===== config.mk =====
export PLATFORM = sky130hd
export DESIGN_NAME = alu_issue
export DESIGN_NICKNAME = d
export VERILOG_FILES = /design/src/rtl/alu_issue.sv
export SDC_FILE = /design/constraint.sdc
export NUM_CORES = 1
export LEC_CHECK = 0
export ABC_AREA = 0
export CELL_PAD_IN_SITES_DETAIL_PLACEMENT = 1
export CELL_PAD_IN_SITES_GLOBAL_PLACEMENT = 1
export CORE_UTILIZATION = 48
export DETAILED_ROUTE_END_ITERATION = 7
export DONT_BUFFER_PORTS = 1
export GPL_TIMING_DRIVEN = 0
export HOLD_SLACK_MARGIN = 0.1
export PLACE_DENSITY_LB_ADDON = 0.2
export SLEW_MARGIN = 20
export SYNTH_ARGS = -nofsm -noshare
export SYNTH_HDL_FRONTEND = slang
export SYNTH_SLANG_ARGS = --single-unit

===== constraint.sdc =====
create_clock -name clk -period 1.5 [get_ports clk]
set_input_delay 0.15 -clock clk [delete_from_list [all_inputs] [get_ports clk]]
set_output_delay 0.15 -clock clk [all_outputs]
set_load 0.05 [all_outputs]

===== src/rtl/alu_issue.sv =====
// alu_issue: in-order issue and 4x4-bit register file stage feeding a 4-bit add/nand ALU
module alu_issue (
    input  logic       clk,
    input  logic       rst_n,
    input  logic       instr_valid,
    output logic       instr_ready,
    input  logic [7:0] instr,
    output logic [3:0] alu_a,
    output logic [3:0] alu_b,
    output logic       alu_sel,
    input  logic [3:0] alu_res,
    output logic       done,
    output logic       zero,
    input  logic [1:0] dbg_sel,
    output logic [3:0] dbg_data
);
    typedef enum logic {IDLE, EXEC} state_t;
    state_t     r_state;
    logic [7:0] r_instr;
    logic [3:0] r_regs [4];
    logic [3:0] w_wdata;
    // LDI takes its immediate; ADD/NAND take the ALU result
    assign w_wdata     = r_instr[7] ? r_instr[3:0] : alu_res;
    assign instr_ready = rst_n && (r_state == IDLE);
    assign dbg_data    = r_regs[dbg_sel];
    always_ff @(posedge clk) begin
        if (!rst_n) begin
            r_state <= IDLE;
            r_instr <= '0;
            r_regs  <= '{default: '0};
            alu_a   <= '0;
            alu_b   <= '0;
            alu_sel <= 1'b0;
            done    <= 1'b0;
            zero    <= 1'b0;
        end else begin
            done <= 1'b0;
            if (r_state == IDLE) begin
                if (instr_valid) begin
                    r_instr <= instr;
                    r_state <= EXEC;
                    if (!instr[7]) begin
                        alu_a   <= r_regs[instr[3:2]];
                        alu_b   <= r_regs[instr[1:0]];
                        alu_sel <= instr[6];
                    end
                end
            end else begin
                r_state <= IDLE;
                done    <= 1'b1;
                if (r_instr[7:6] != 2'b11) begin
                    r_regs[r_instr[5:4]] <= w_wdata;
                    zero                 <= (w_wdata == 4'd0);
                end
            end
        end
    end
endmodule


==> impl_metrics.py <==
metrics = {
    "clock_tree": {
        "ctsHtreeMaxLevel": 2,
        "root_buffer": "clkbuf_4",
        "clock_latency_ps": 340,
        "clk_pin_slew_ps": 110,
        "cts_sinks": 36,
        "numCtsBuffers": 5,
        "clock_tree.buffer_depth": 2,
        "cts_tree": "yes",
    },
    "yosys": {
        "netlist_top_cells_area": "dfxtp_1 (43%), mux4_2 (16%), nand2_1 (10%)",
        "avgSynthCellArea_sq_um": 10.58,
        "synthCells": 159,
        "netlist_area_sq_um": 1683,
        "ys_seq_area_frac": 0.4283,
        "ys_ff_latch": 36,
        "ys.warnings.count": 0,
        "synth_cell_types": 24,
        "syn_nets": 176,
        "synth_top_cell_by_area": "dfxtp_1",
        "synth_top_area_frac": 0.4283,
    },
    "global_route": {
        "overflow": 0,
        "antenna_found_initial": 0,
        "grt_max_degree": 12,
        "grt_first_pass_wirelength_microns": 6637,
        "track_usage": 0.2592,
        "grt_pass1_vias": 1341,
    },
    "die": {
        "core_region_area_sq_um": 3337,
        "die_area_sq_um": 3747,
        "chipWidth_microns": 61.21,
        "rows": 21,
        "fp.dieH_microns": 61.21,
        "ios": 33,
        "start_util": 0.5043,
    },
    "detailed_routing": {
        "wl_per_cell_microns": 20.25,
        "drc_errors": 0,
        "drtIter0Drc": 68,
        "vias": 1308,
        "totalWireLength_microns": 4535,
        "viasPerCell": 5.839,
        "first_pass_iters": 4,
        "ant_nets": 0,
    },
    "power": {
        "seq_power_share": 0.575,
        "finalPower_w": 0.001792,
        "p_per_area_nw_per_um2": 925.0,
        "leakage_nw": 0.7477,
        "p_comb_frac": 0.119,
        "p_sw_frac": 0.2732,
        "ir_worst_vdd_mv": 0.5571,
        "pwr-share-clk": 0.307,
        "cell_internal_pwr_w": 0.001302,
        "p_switching_w": 0.0004894,
    },
    "sta": {
        "hold_viol_final": 0,
        "worst_pin_slew_ps": 559.0,
        "slew_headroom": 0.6256,
        "finalCritPeriodShare": 0.9887,
        "setup_slack_ps": 16.90,
        "finalCriticalPeriod_ps": 1483,
        "final_max_slew_viol_count": 0,
        "rsz0062_at_grt": "yes",
        "fmax_ghz": 0.6743,
        "finalClockSkew_ps": 10.38,
        "setup_violations": 0,
    },
    "min_path": {
        "holdCritPathClass": "input pin to register",
    },
    "placed_design": {
        "place_ws_ps": -30.23,
        "hpwl_microns": 3147,
        "placed_area_sq_um": 1740,
        "gp_congestion": 0.8316,
        "io_buffers": 0,
    },
    "setup_path": {
        "crit_type": "register to output port",
        "worstPathArrival_ps": 1330,
        "crit_path_end_kind": "output port",
        "cp-start-kind": "register",
        "critPathBufInv": 0,
        "worstPathMaxFanout": 4,
        "critical_path_required_ps": 1350,
        "crit_family": "multiplexers",
        "cpMaxStageDelayCell": "mux4_2",
        "crit_chain": "mux4_2",
        "cp_slowest_stage_delay_ps": 640,
    },
    "cells_and_area": {
        "diodes": 0,
        "multi_input_area_sq_um": 940.9,
        "nets": 194,
        "syn_to_final_growth_pct": 15.09,
        "most-common-layout-cells": "nand2_1 (45), dfxtp_1 (27), mux2i_1 (16), mux4_2 (12)",
        "fin_area_sq_um": 1937,
        "final_core_util": 0.5804,
        "fill_cells": 385,
        "regArea_sq_um": 732.0,
        "final_common_cell": "nand2_1",
        "drive_above_1_share": 0.2416,
    },
    "run": {
        "maxCapViolCount": 0,
    },
    "outcome": {
        "status": "complete, no violations",
    },
}
## final timing paths
path,slack (ps),end,depth (start not counted),start
hold reg to reg,490,r_regs[4]$_SDFFE_PN0P_,2,r_regs[4]$_SDFFE_PN0P_
setup reg to reg,50,r_regs[15]$_SDFFE_PN0P_,5,r_instr[7]$_SDFFE_PN0P_
hold / removal,120,alu_b[1]$_SDFFE_PN0P_,2,instr_valid
setup / recovery,20,dbg_data[1],1,r_regs[13]$_SDFFE_PN0P_
## stage by stage
stage	hold slack, ps	TNS (ps)	cells
6_report	119.7	0	224
5_1_grt	116.9	-112.2	224
4_1_cts	101.0	0	222
3_5_place_dp	312.7	-30.51	205
3_3_place_gp	301.9	0	205
2_1_floorplan	294.9	0	159
## timing repair
item,CTS,global route
hold buffers,7,1
buffers inserted,2,1
endpoints found under the hold margin,19,1
resized for setup,1,12
endpoints found under the setup margin,5,29
pin swaps,0,0
## synthesized netlist by cell type, drive strengths merged
| cell | n |
|---|---|
| nand2 | 45 |
| dfxtp | 36 |
| mux2i | 16 |
| mux4 | 12 |
| a21boi | 10 |
| clkbuf | 8 |
| o2bb2ai | 8 |
| mux2 | 4 |
| and2 | 3 |
| buf | 2 |
| nand3b | 2 |
| nor2b | 2 |
| nor3b | 2 |
| o21ai | 2 |
| a21oi | 1 |
| a22oi | 1 |
| nand2b | 1 |
| nand3 | 1 |
| nor2 | 1 |
| nor3 | 1 |
| nor4 | 1 |
## layout make-up
| type | instances | share of cell area |
|---|---|---|
| well taps | 46 | 0.02972 |
| repair buffers | 11 | 0.05297 |
| clock inverters | 2 | 0.005168 |
| clock buffers | 6 | 0.02649 |
| multi-input cells | 113 | 0.4858 |
| flip-flops and latches | 36 | 0.3779 |
| plain buffers | 10 | 0.02196 |
## per-layer routing
metal	GRT usage	vias to the layer above	wire (microns)
li1	-	601	-
met1	0.3152	660	1844
met2	0.4348	39	2355
met3	0.06513	8	234
met4	0.1136	0	100
met5	0	-	0
## flip-flops by register name, indices dropped and copies added (netlist names)
signal and count:
alu_a 4, r_instr 8, r_regs 16, alu_b 4, done 1, alu_sel 1, r_state 1, zero 1
## power groups by stage
stage          clock (W)  sequential, W  combinational, W
3_3_place_gp           0        0.00104          0.000170
5_1_grt         0.000613        0.00103          0.000231
3_5_place_dp           0        0.00105          0.000180
4_1_cts         0.000559        0.00103          0.000205
2_1_floorplan          0        0.00104          0.000142
6_report        0.000549        0.00103          0.000212
## logic make-up after synthesis
| family | after synthesis | synth area share |
|---|---|---|
| compound gates | 22 | 0.1019 |
| buf+inv | 10 | 0.02528 |
| flops | 36 | 0.4283 |
| mux | 32 | 0.2825 |
| simple gates | 59 | 0.1621 |
Note: power is estimated with default switching activity, not from simulation.
